--- config.mk ---
export PLATFORM = sky130hd
export DESIGN_NAME = snake_frame_renderer
export DESIGN_NICKNAME = d
export VERILOG_FILES = /design/src/rtl/snake_frame_renderer.sv
export SDC_FILE = /design/constraint.sdc
export NUM_CORES = 1
export LEC_CHECK = 0
export CORE_AREA = 2 2 348 350
export CTS_CLUSTER_SIZE = 12
export DETAILED_ROUTE_END_ITERATION = 12
export DIE_AREA = 0 0 350 352
export SYNTH_ARGS = -nofsm -noshare
export SYNTH_HDL_FRONTEND = slang
export SYNTH_SLANG_ARGS = --single-unit
--- constraint.sdc ---
create_clock -name clk -period 4.1 [get_ports clk]
set_input_delay 0.41 -clock clk [delete_from_list [all_inputs] [get_ports clk]]
set_output_delay 0.41 -clock clk [all_outputs]
set_load 0.02 [all_outputs]
--- src/rtl/snake_frame_renderer.sv ---
// Maps a grid cell to RGB for PLAY / DEATH_FLASH / OVER ("GAME OVER" fade screen).
// 3-cycle latency, 1 pixel per cycle, no backpressure (the pipeline never stalls).
module snake_frame_renderer #(
  parameter int GRID_W       = 100,
  parameter int GRID_H       = 75,
  parameter int MAX_LEN      = 64,
  parameter int POS_BITS     = 13,
  parameter int COLOR_BITS   = 4,
  parameter int FLASH_FRAMES = 30,
  parameter int FADE_DIV     = 8,
  localparam int LEN_BITS    = $clog2(MAX_LEN + 1)
) (
  input  logic                         clk,
  input  logic                         rst,
  input  logic                         frame_start,
  input  logic                         pix_valid_in,
  input  logic [10:0]                  XCoord,
  input  logic [10:0]                  YCoord,
  input  logic [POS_BITS*MAX_LEN-1:0]  snake_body_flat,
  input  logic [LEN_BITS-1:0]          snake_length,
  input  logic [POS_BITS-1:0]          food_pos,
  input  logic                         game_over,
  input  logic                         pause,
  output logic                         pix_valid_out,
  output logic [COLOR_BITS-1:0]        pixel_red,
  output logic [COLOR_BITS-1:0]        pixel_green,
  output logic [COLOR_BITS-1:0]        pixel_blue
);

  localparam int X0    = (GRID_W - 72) / 2;
  localparam int Y0    = (GRID_H - 8) / 2;
  localparam int CNT_MAX = (FLASH_FRAMES > FADE_DIV) ? FLASH_FRAMES : FADE_DIV;
  localparam int CNT_W = $clog2(CNT_MAX + 1);

  localparam logic [10:0] GW_C  = 11'(GRID_W);
  localparam logic [10:0] GH_C  = 11'(GRID_H);
  localparam logic [10:0] FX0_C = 11'(X0);
  localparam logic [10:0] FY0_C = 11'(Y0);
  localparam logic [10:0] FX1_C = 11'(X0 + 72);
  localparam logic [10:0] FY1_C = 11'(Y0 + 8);
  localparam logic [COLOR_BITS-1:0] F = '1;

  typedef enum logic [1:0] {ST_PLAY, ST_FLASH, ST_OVER} state_e;

  // ---------------- frame state machine ----------------
  state_e                  state_q, state_d;
  logic [CNT_W-1:0]        frame_cnt_q, frame_cnt_d;
  logic [COLOR_BITS-1:0]   fade_q, fade_d;
  logic                    phase_q, phase_d;
  logic                    go_q;
  logic                    mode_play, mode_flash, mode_over;

  always_ff @(posedge clk) begin
    if (rst) begin
      state_q     <= ST_PLAY;
      frame_cnt_q <= '0;
      fade_q      <= '0;
      phase_q     <= 1'b0;
      go_q        <= 1'b0;
    end else begin
      state_q     <= state_d;
      frame_cnt_q <= frame_cnt_d;
      fade_q      <= fade_d;
      phase_q     <= phase_d;
      go_q        <= game_over;
    end
  end

  // flash_phase restarts at 0 on entry so the first flash frame is red
  always_comb begin
    state_d     = state_q;
    frame_cnt_d = frame_cnt_q;
    fade_d      = fade_q;
    phase_d     = phase_q;
    if (!game_over) begin
      state_d     = ST_PLAY;
      frame_cnt_d = '0;
      fade_d      = '0;
      phase_d     = 1'b0;
    end else begin
      case (state_q)
        ST_PLAY: begin
          if (!go_q) begin
            state_d     = ST_FLASH;
            frame_cnt_d = '0;
            phase_d     = 1'b0;
          end
        end
        ST_FLASH: begin
          if (frame_start) begin
            phase_d = ~phase_q;
            if (frame_cnt_q == CNT_W'(FLASH_FRAMES - 1)) begin
              state_d     = ST_OVER;
              frame_cnt_d = '0;
              fade_d      = '0;
            end else begin
              frame_cnt_d = frame_cnt_q + 1'b1;
            end
          end
        end
        ST_OVER: begin
          if (frame_start) begin
            if (frame_cnt_q == CNT_W'(FADE_DIV - 1)) begin
              frame_cnt_d = '0;
              fade_d      = fade_q + 1'b1;
            end else begin
              frame_cnt_d = frame_cnt_q + 1'b1;
            end
          end
        end
        default: state_d = ST_PLAY;
      endcase
    end
  end

  always_comb begin
    mode_play  = (state_q == ST_PLAY);
    mode_flash = (state_q == ST_FLASH);
    mode_over  = (state_q == ST_OVER);
  end

  // ---------------- S0: coordinates, in-grid, flat index ----------------
  logic                vld0_q, in_grid0_q;
  logic [10:0]         x0_q, y0_q;
  logic [POS_BITS-1:0] pos0_q;
  logic                in_grid_d;
  logic [POS_BITS-1:0] pos_d;
  logic [31:0]         pos_full;

  always_comb begin
    in_grid_d = (XCoord < GW_C) && (YCoord < GH_C);
    pos_full  = 32'(YCoord) * 32'(GRID_W) + 32'(XCoord);
    pos_d     = in_grid_d ? POS_BITS'(pos_full) : '0;
  end

  always_ff @(posedge clk) begin
    if (rst) begin
      vld0_q     <= 1'b0;
      in_grid0_q <= 1'b0;
      x0_q       <= '0;
      y0_q       <= '0;
      pos0_q     <= '0;
    end else begin
      vld0_q     <= pix_valid_in;
      in_grid0_q <= in_grid_d;
      x0_q       <= XCoord;
      y0_q       <= YCoord;
      pos0_q     <= pos_d;
    end
  end

  // ---------------- S1: hit flags and font indices ----------------
  logic                vld1_q, in_grid1_q, head1_q, body1_q, food1_q, font_in1_q;
  logic [3:0]          char1_q;
  logic [2:0]          row1_q, col1_q;
  logic [LEN_BITS-1:0] eff_len;
  logic                head_d, body_d, food_d, font_in_d;
  logic [3:0]          char_d;
  logic [2:0]          row_d, col_d;

  always_comb begin
    eff_len = (snake_length > LEN_BITS'(MAX_LEN)) ? LEN_BITS'(MAX_LEN) : snake_length;
    head_d  = in_grid0_q && (eff_len != '0) &&
              (snake_body_flat[POS_BITS-1:0] == pos0_q);
    body_d  = 1'b0;
    for (int i = 1; i < MAX_LEN; i++) begin
      if ((LEN_BITS'(i) < eff_len) &&
          (snake_body_flat[i*POS_BITS +: POS_BITS] == pos0_q))
        body_d = 1'b1;
    end
    body_d    = body_d && in_grid0_q;
    food_d    = in_grid0_q && (food_pos == pos0_q);
    font_in_d = in_grid0_q && (x0_q >= FX0_C) && (x0_q < FX1_C) &&
                (y0_q >= FY0_C) && (y0_q < FY1_C);
    char_d    = 4'((x0_q - FX0_C) >> 3);
    col_d     = 3'(x0_q - FX0_C);
    row_d     = 3'(y0_q - FY0_C);
  end

  always_ff @(posedge clk) begin
    if (rst) begin
      vld1_q     <= 1'b0;
      in_grid1_q <= 1'b0;
      head1_q    <= 1'b0;
      body1_q    <= 1'b0;
      food1_q    <= 1'b0;
      font_in1_q <= 1'b0;
      char1_q    <= '0;
      row1_q     <= '0;
      col1_q     <= '0;
    end else begin
      vld1_q     <= vld0_q;
      in_grid1_q <= in_grid0_q;
      head1_q    <= head_d;
      body1_q    <= body_d;
      food1_q    <= food_d;
      font_in1_q <= font_in_d;
      char1_q    <= char_d;
      row1_q     <= row_d;
      col1_q     <= col_d;
    end
  end

  // ---------------- S2: font lookup and final colour ----------------
  // Glyph rows top to bottom, MSB = leftmost pixel; message "GAME OVER"
  function automatic logic [63:0] font_rom(input logic [3:0] char_idx);
    case (char_idx)
      4'd0:    font_rom = 64'h3C66C0C0CE663E00;
      4'd1:    font_rom = 64'h183C66667E666600;
      4'd2:    font_rom = 64'hC6EEFED6C6C6C600;
      4'd3:    font_rom = 64'h7E60607C60607E00;
      4'd5:    font_rom = 64'h3C66666666663C00;
      4'd6:    font_rom = 64'h66666666663C1800;
      4'd7:    font_rom = 64'h7E60607C60607E00;
      4'd8:    font_rom = 64'h7C66667C6C666600;
      default: font_rom = 64'h0;
    endcase
  endfunction

  logic [63:0]           glyph;
  logic                  font_bit;
  logic [COLOR_BITS-1:0] r_d, g_d, b_d;
  logic                  vld2_q;
  logic [COLOR_BITS-1:0] r_q, g_q, b_q;

  always_comb begin
    glyph    = font_rom(char1_q);
    font_bit = glyph[{~row1_q, ~col1_q}];
    r_d = '0;
    g_d = '0;
    b_d = '0;
    if (vld1_q && in_grid1_q) begin
      if (mode_play) begin
        if (head1_q) begin
          r_d = F;
          g_d = F;
        end else if (body1_q) begin
          g_d = F;
        end else if (food1_q) begin
          r_d = F;
        end
        if (pause) begin
          r_d = r_d >> 1;
          g_d = g_d >> 1;
          b_d = b_d >> 1;
        end
      end else if (mode_flash) begin
        if (head1_q || body1_q) begin
          if (phase_q) g_d = F;
          else         r_d = F;
        end
      end else if (mode_over) begin
        if (font_in1_q && font_bit) begin
          r_d = fade_q;
          g_d = fade_q;
          b_d = fade_q;
        end else begin
          r_d = ~fade_q;
          g_d = ~fade_q;
          b_d = ~fade_q;
        end
      end
    end
  end

  always_ff @(posedge clk) begin
    if (rst) begin
      vld2_q <= 1'b0;
      r_q    <= '0;
      g_q    <= '0;
      b_q    <= '0;
    end else begin
      vld2_q <= vld1_q;
      r_q    <= r_d;
      g_q    <= g_d;
      b_q    <= b_d;
    end
  end

  assign pix_valid_out = vld2_q;
  assign pixel_red     = r_q;
  assign pixel_green   = g_q;
  assign pixel_blue    = b_q;

endmodule

* Yosys cells after proc, flatten, opt, wreduce, memory -nomap -nowiden *
Memory sizes are Yosys's and may differ from the RTL's. A register that Yosys moved wholly into a read port is not among the register bits.
Index checks and enable logic that the tools add are counted.

word-level totals
  bits in registers = 75
  memory bits (read-only) = 784
  memories = 1
  word-level logic and storage cells = 372
  output and inout bits = 13

memory list
  memory           depth  width  rd ports  clocked after Yosys merged registers in  wr ports  RTL line  text
  (no name shown)  16     49     1         1                                        0         207       case (char_idx)

cells by class
  reductions and logical operators = 88
  mux-type cells = 102
  equality and inequality tests = 74
  multipliers = 1
  $lt $le $gt $ge = 71
  add/sub/neg operators = 5
  bitwise logic cells = 8

operators with widths
  operator                                                            number
  equality test 13 bit                                                65
  < comparator 6 x 7 -> 1 bit, first input constant                   32
  < comparator 5 x 7 -> 1 bit, first input constant                   16
  two-way mux 4 bit                                                   22
  logical AND 1 bit                                                   74
  two-way mux 1 bit                                                   66
  < comparator 4 x 7 -> 1 bit, first input constant                   8
  < comparator 11 x 7 -> 1 bit, second input constant                 3
  < comparator 3 x 7 -> 1 bit, first input constant                   4
  two-way mux 5 bit                                                   5
  case mux 5 bit (3 select lines)                                     1
  < comparator 2 x 7 -> 1 bit, first input constant                   2
  adder 13 x 11 -> 13 bit                                             1
  greater-or-equal comparator 11 x 4 -> 1 bit, second input constant  1
  greater-or-equal comparator 11 x 6 -> 1 bit, second input constant  1
  < comparator 11 x 6 -> 1 bit, second input constant                 1
  multiplier 11 x 5 -> 11 bit, second input constant                  1
  case mux 4 bit (2 select lines)                                     1
  AND reduction 4 bit                                                 2
  greater-than comparator 7 bit, second input constant                1
  < comparator 1 x 7 -> 1 bit, first input constant                   1
  < comparator 6 x 7 -> 1 bit, second input constant                  1
  two-way mux 7 bit                                                   1
  nonzero test 7 bit                                                  1
  other kinds (25)                                                    38

* Longest topological paths before layout *
Gate-level depths: netlist of run 1.

  word-level depth = 68
  gate-level depth with buffers = 17
  gate-level depth less buffers = 17

* Worst setup path before layout of run 1 *
Ideal clock, no wire load.

  path type = input to register
  start = in YCoord[2]
  end = reg pos0_q[12]
  path slack = 0.793 ns
  data required time = 3.972 ns
  path buffers = 0
  cell stages on the path = 14
  arrival time = 3.179 ns
  path through = ha_1 ha_1 inv_1 fa_1 inv_1 ha_1 a21o_1 a21oi_1 xnor2_1 ha_1 or3_1 o211ai_1 xnor2_1 nor2_1

on the way
  longest elaborated chain between the ends = 4

RTL lines
  item                                                             RTL line  text
  start: declaration                                               18        input logic [10:0] YCoord,
  branches (longest 4 deep; another with adder 13 x 11 -> 13 bit)  --
  end signal: assignment                                           148       pos0_q <= pos_d;
  end: declaration                                                 125       logic [POS_BITS-1:0] pos0_q;

Several ways; the timed one is not identified.
A chain may end at the register's enable or synchronous reset.

* Worst setup path in the final report of run 1 *
  start = reg pos0_q[12]
  end = reg body1_q

on the way
  longest elaborated chain between the ends = 66

RTL lines
  item                             RTL line  text
  equality test 13 bit             168       (snake_body_flat[i*POS_BITS +: POS_BITS] == pos0_q))
  logical AND 1 bit                167       if ((LEN_BITS'(i) < eff_len) &&
  two-way mux 1 bit (62 in a row)  167
  two-way mux 1 bit *              167
  logical AND 1 bit *              171       body_d = body_d && in_grid0_q;
  end signal: assignment           195       body1_q <= body_d;
  end: declaration                 153       logic vld1_q, in_grid1_q, head1_q, body1_q, food1_q, font_in1_q;

Mark *: on every way between the ends. The rest lies on a longest branch, timed or not.

==> flow_summary_export.csv, run 1 <==
group,metric,value,unit
outcome,outcome,"finished clean",
clock_tree,cts-root-buf,"clkbuf_16",
setup_path,arrival,4010,ps
power_and_ir_drop,p_clk_frac,0.220,
setup_path,cp-start-kind,"register",
grt,grt_max_degree,40,
setup_path,worst-r2r-setup-slack,380,ps
detailed_routing,drc,0,
sta,tightest_slew,1310,ps
sta,hold_viol,0,
synth,synth_flop_cell,"dfxtp_1",
power_and_ir_drop,finalPower,0.00406,W
finish,final_nets,3762,
finish,final_cells,4450,
sta,drv_slew,0,
setup_path,crit_fanout,18,
detailed_routing,drt_first_pass_iters,5,
placed_design,placed_cells,4428,
sta,fin_skew,14.9,ps
detailed_routing,drt-total-wl,117000,um
clock_tree,clock_sinks,102,
floorplan,die_x,350,um
grt,grt_usage,0.182,
sta,fmax,269,MHz
detailed_routing,drt_iter0_markers,1098,
synth,async_flop_share,0,
setup_path,crit_start,"pos0_q[12]",
setup_path,crit_chain,"buf_4 > xor2_1 > nor4_1 > buf_4 > nand3_1 > a2111oi_0 > nor4_1 > o211a_1 > a41oi_1",
clock_tree,max-clock-path-buffers,2,
finish,area.growth.synth_to_final,77.0,%
run,drv_cap,0,
power_and_ir_drop,seqPwrFrac,0.265,
clock_tree,numCtsBuffers,9,
worst_hold_path,min-delay-start,"x0_q[0]",
placed_design,dp_hpwl,100000,um
setup_path,max_stage_delay,1150,ps
grt,grt_pass1_vias,18400,
setup_path,crit_path_end,"body1_q",
sta,grt_setup_unrepaired,"no",
sta,min_period_over_period,0.906,
floorplan,die-area,123000,um^2
synth,seq_area_frac_synth,0.132,
sta,max_slew_margin,0.104,
synth,synth_fp_nets,2844,
power_and_ir_drop,swShare,0.330,
setup_path,crit_slowest_cell,"a2111oi_0",
synth,synth_top_area_cell,"xnor2_1",
power_and_ir_drop,ir_drop,0.202,mV
synth,syn_area,15500,um^2
grt,antenna_found_initial,29,
floorplan,initial_core_util,0.130,
clock_tree,clk_pin_slew,90,ps
setup_path,timing.rr.end,"body1_q",
floorplan,die_y,352,um
synth,ys_types,63,
detailed_routing,wl_per_cell,26.3,um
clock_tree,clk-insertion-delay-late,370,ps
detailed_routing,drtAntennaViolNets,0,
sta,finalSetupViolCount,0,
power_and_ir_drop,p_per_area,148,nW/um^2
floorplan,coreArea,119000,um^2
placed_design,portBuffers,892,
floorplan,rows,127,
synth,synth_seq_cells,102,
finish,final_core_util,0.230,
synth,synth_edf_count,0,
finish,drive_above_1_share,0.0685,
clock_tree,ctsHoldBuffers,0,
power_and_ir_drop,p_sw,0.00134,W
setup_path,r2r_start,"pos0_q[12]",
setup_path,cp.required,4400,ps
placed_design,gp_congestion,0.938,
clock_tree,cts_max_level,3,
synth,synth_top_area_frac,0.250,
sta,fin_crit,3720,ps
floorplan,io_pins,893,
power_and_ir_drop,leakage,10.4,nW
synth,syn_area_per_cell,8.10,um^2
grt,grt_pass1_wl,154000,um
detailed_routing,viasPerCell,3.98,
synth,yosys_warnings,0,
clock_tree,cts_tree,"done",
power_and_ir_drop,p_int,0.00272,W
setup_path,rr_worst_depth,9,
power_and_ir_drop,p_comb_frac,0.515,
worst_hold_path,min_path_type,"register to register",
detailed_routing,vias,17700,
setup_path,path_class,"register to register",
synth,synth_area_leaders,"xnor2_1 (25%), xor2_1 (24%), dfxtp_1 (13%), nor4_1 (4.7%), nand4_1 (4.6%)",
synth,synthCells,1909,
setup_path,cp-end-kind,"register",
grt,grt-ovfl-total,0,
-- critical path, delay by kind of cell (launching register included) --
family	cells	cell delay [ps]
AND/OR/NAND/NOR	3	610
flip-flops	1	780
AO/OA/AOI/OAI	3	1550
XOR/XNOR	1	100
buffers and inverters	2	540
-- kinds of logic after synthesis --
| family | share of synthesized area |
|---|---|
| AND/OR/NAND/NOR | 0.177 |
| AO/OA/AOI/OAI | 0.0764 |
| flip-flops | 0.132 |
| buffers and inverters | 0.0581 |
| multiplexers | 0.0154 |
| XOR/XNOR | 0.494 |
| adder cells (fa/ha/maj) | 0.0474 |
-- area by class of cell --
class / count / area [um^2]
Inverter: 60 / 225
Clock inverter: 7 / 71.3
Fill cell: 13100 / 91900
Timing Repair Buffer: 1030 / 10100
Tap cell: 1612 / 2020
Sequential cell: 102 / 2090
Antenna cell: 6 / 15.0
Clock buffer: 9 / 225
Multi-Input combinational cell: 1624 / 12700
-- cells in the final DEF (no fill, tap or decap), drive strengths merged, types with 3 or more instances in the layout --
cell	count
clkdlybuf4s50	891
xnor2	442
xor2	430
buf	139
nor4	118
nand4	113
dfxtp	102
nor2	80
inv	65
o21ai	55
ha	49
a21oi	46
nor3	44
nand3	32
nand2	32
nor2b	26
mux2i	16
o2111ai	16
a21o	9
nand2b	9
clkbuf	9
a2111oi	9
o211ai	8
or3	8
and3	7
a31oi	7
diode	6
fa	6
nand3b	5
o21a	5
or2	5
and2	4
mux4	3
a211o	3
a211oi	3
o21bai	3
-- cell usage after synthesis, drive strengths merged, types with 8 or more instances --
library cell and n:
nor4 118, nor2 80, o21ai 55, inv 60, nand2 32, nor3 44
nand2b 9, a21oi 46, nand4 113, buf 97, ha 49, mux2i 16
xor2 430, nand3 32, o211ai 8, or3 8, clkbuf 26, a21o 9
xnor2 442, o2111ai 16, nor2b 26, dfxtp 102, a2111oi 9
-- layer usage --
layer / track usage / vias to the layer above / wire, um
met1: 0.233 / 8474 / 51700
li1: - / 8351 / -
met3: 0.0258 / 119 / 6080
met2: 0.315 / 749 / 56000
met4: 0.0486 / 14 / 3190
met5: 0 / - / 92
-- metrics by stage --
step / cell area, um^2 / worst slack [ps] / TNS (ps) / hold slack, ps
final: 27400 / 384 / 0 / 454
after global routing: 27400 / 144 / 0 / 482
after CTS: 27400 / 71.3 / 0 / 456
after detailed placement: 27100 / -432 / -432 / 444
after global placement: 27000 / -473 / -473 / 426
after floorplan: 15500 / 793 / 0 / 410
-- registers in the layout (all words and copies together) (netlist names), 4 cells and up --
name,flops
glyph,27
fade_q,4
y0_q,11
pixel_blue,4
frame_cnt_q,5
pos0_q,13
pixel_red,4
pixel_green,4
x0_q,11
-- power groups by stage --
stage | clock network, W | registers [W] | logic, W
floorplan | 0 | 0.00109 | 0.000832
global route | 0.000955 | 0.00108 | 0.00225
CTS | 0.000920 | 0.00108 | 0.00210
global placement | 0 | 0.00110 | 0.00209
detailed placement | 0 | 0.00110 | 0.00209
finish | 0.000891 | 0.00108 | 0.00209
-- what timing repair did --
item	in CTS	in global routing
pin swaps	0	0
endpoints found under the setup margin	1	1
resized for setup	1	1
buffers inserted	0	0
-- how the worst min path moves through the flow --
stage | endpoint | depth (start not counted) | slack (ps)
after floorplan | row1_q[0] | 1 | 410
after global placement | row1_q[0] | 1 | 430
after detailed placement | row1_q[0] | 1 | 440
after CTS | col1_q[0] | 1 | 460
after global routing | col1_q[1] | 1 | 480
final | col1_q[0] | 1 | 450
Note: power is estimated with default switching activity, not from simulation.
==> inputs of run 2 (changes only) <==
- CORE_AREA: 2 2 348 350 -> 2 2 347 349
- DIE_AREA: 0 0 350 352 -> 0 0 349 351
- SKIP_CTS_REPAIR_TIMING: default -> 1
==> run 2 against run 1 <==
  * Hold slack worse by 3.0 ps
  * Setup slack worse by 150 ps
  * Clock-buffer cell count up 1
  * Sequential share of layout area up 0.082 points
  * Via count up 1.3%
  * Clock skew up 12 ps
  * Final cell count down 1.9%
  * Final area down 1.1%
  * Non-clock buffer count down 25
  * Largest power group unchanged
==> flow_summary_export.csv, run 2 (same netlist as run 1, synthesis figures left out) <==
group,metric,value,unit
setup_path,crit_chain,"clkdlybuf4s50_1 > nor3b_1 > a2111oi_0 > nand3_1 > nand4_1 > or4_1 > nor4_2 > a41oi_1",
clock_tree,cts_tree,"done",
sta,fin_skew,27.3,ps
detailed_routing,viasPerCell,4.11,
clock_tree,numCtsBuffers,9,
detailed_routing,drtAntennaViolNets,0,
worst_hold_path,min_to,"row1_q[0]",
finish,seq_area,2090,um^2
setup_path,cp.required,4330,ps
grt,grt_pass1_wl,154000,um
run,drv_cap,0,
sta,tightest_slew,1270,ps
clock_tree,max-clock-path-buffers,2,
placed_design,dp_slack,-526,ps
sta,finalSetupViolCount,0,
grt,grt-ovfl-total,0,
clock_tree,clk_pin_slew,80,ps
detailed_routing,drc,0,
sta,drv_slew,0,
setup_path,path_class,"input pin to register",
finish,final_nets,3737,
sta,hold_viol,0,
setup_path,worst-r2r-setup-slack,240,ps
worst_hold_path,min-delay-start,"y0_q[0]",
floorplan,die_x,349,um
detailed_routing,wl_per_cell,27.1,um
grt,grt_pass1_vias,18300,
setup_path,crit_fanout,11,
finish,final_cell_mix,"clkdlybuf4s50_1 (892), xnor2_1 (442), xor2_1 (430)",
sta,max_slew_margin,0.148,
setup_path,max_stage_delay,1010,ps
sta,grt_setup_unrepaired,"no",
finish,multi_input_area,12600,um^2
floorplan,initial_core_util,0.130,
power_and_ir_drop,p_per_area,148,nW/um^2
setup_path,crit_slowest_cell,"clkdlybuf4s50_1",
finish,fill_cells,13100,
placed_design,post_dp_cell_area,26800,um^2
power_and_ir_drop,ir_drop,0.175,mV
sta,fmax,259,MHz
power_and_ir_drop,leakage,10.2,nW
clock_tree,clk-insertion-delay-late,380,ps
clock_tree,cts-root-buf,"clkbuf_16",
detailed_routing,wl_met1,49900,um
detailed_routing,vias,17900,
setup_path,arrival,4100,ps
sta,fin_crit,3870,ps
worst_hold_path,min_path_type,"register to register",
grt,grt_usage,0.184,
detailed_routing,dr_wl_met3,7800,um
finish,fin_area,27100,um^2
detailed_routing,highest_layer,"met5",
finish,area.growth.synth_to_final,75.2,%
sta,min_period_over_period,0.943,
floorplan,die_y,351,um
grt,antenna_found_initial,33,
sta,setup_ws,235,ps
detailed_routing,drt_first_pass_iters,5,
finish,drive_above_1_share,0.0581,
detailed_routing,drt-total-wl,118000,um
grt,grt_max_degree,44,
finish,final_common_cell,"clkdlybuf4s50_1",
clock_tree,clock_sinks,102,
outcome,outcome,"finished clean",
floorplan,coreArea,119000,um^2
setup_path,cp-end-kind,"register",
worst_hold_path,holdPathStages,1,
floorplan,rows,127,
placed_design,gp_congestion,0.993,
setup_path,timing.rr.end,"body1_q",
detailed_routing,drt_iter0_markers,1242,
floorplan,die-area,122000,um^2
finish,largest_reg_flops,27,
detailed_routing,dr_wl_met2,56800,um
setup_path,r2r_start,"pos0_q[7]",
placed_design,dp_hpwl,101000,um
setup_path,cp-start-kind,"input pin",
placed_design,portBuffers,892,
floorplan,io_pins,893,
setup_path,rr_worst_depth,10,
clock_tree,cts_max_level,3,
[run 2: cell types whose count changed in the layout (fill, tap and decap cells not counted), moves of 2 or more]
cell       change
nor4_2         -3
a2111oi_0      +2
buf_2          -2
diode_2        +4
nor4_1         +3
buf_4         -24
a2111oi_1      -2
[run 2: how the worst max path moves through the flow]
stage                         start         end  slack (ps)  cells past startpoint
global placement    snake_length[0]     body1_q        -520                      9
floorplan                 YCoord[2]  pos0_q[12]         790                     14
detailed placement  snake_length[0]     body1_q        -530                      9
global route        snake_length[4]     body1_q        0.04                      8
finish              snake_length[4]     body1_q         230                      8
CTS                 snake_length[0]     body1_q        -110                      9
[run 2: layout make-up]
type | count | share of cell area
Clock buffer | 10 | 0.00845
Timing Repair Buffer | 1005 | 0.366
Clock inverter | 6 | 0.00189
Inverter | 60 | 0.00831
Antenna cell | 10 | 0.000924
Tap cell | 1548 | 0.0715
Multi-Input combinational cell | 1624 | 0.466
Sequential cell | 102 | 0.0772
[run 2: stage by stage]
step	power, W	instances	utilization	TNS [ps]	hold WS, ps
after CTS	0.00406	4355	0.227	-109	454
final	0.00402	4365	0.228	0	451
after floorplan	0.00192	1909	-	0	410
after detailed placement	0.00317	4339	0.225	-526	437
after global routing	0.00426	4361	0.228	0	476
after global placement	0.00317	4337	0.225	-529	418
[run 2: where the power goes]
part	leakage, nW	switching [W]	internal (W)	total [W]
clock network	0.136	0.000441	0.000425	0.000865
logic	9.26	0.000829	0.00125	0.00208
registers	0.850	0.0000375	0.00104	0.00108
[run 2: critical path, delay by kind of cell]
| family | cells | cell delay (ps) |
|---|---|---|
| buffers and inverters | 1 | 1010 |
| AOI/OAI and AO/OA | 2 | 440 |
| and+or+nand+nor | 5 | 2220 |
[run 2: metal layers]
metal | global-route usage | up-vias
met2 | 0.319 | 800
met1 | 0.230 | 8680
li1 | - | 8295
met5 | 0 | -
met4 | 0.0545 | 16
met3 | 0.0336 | 147
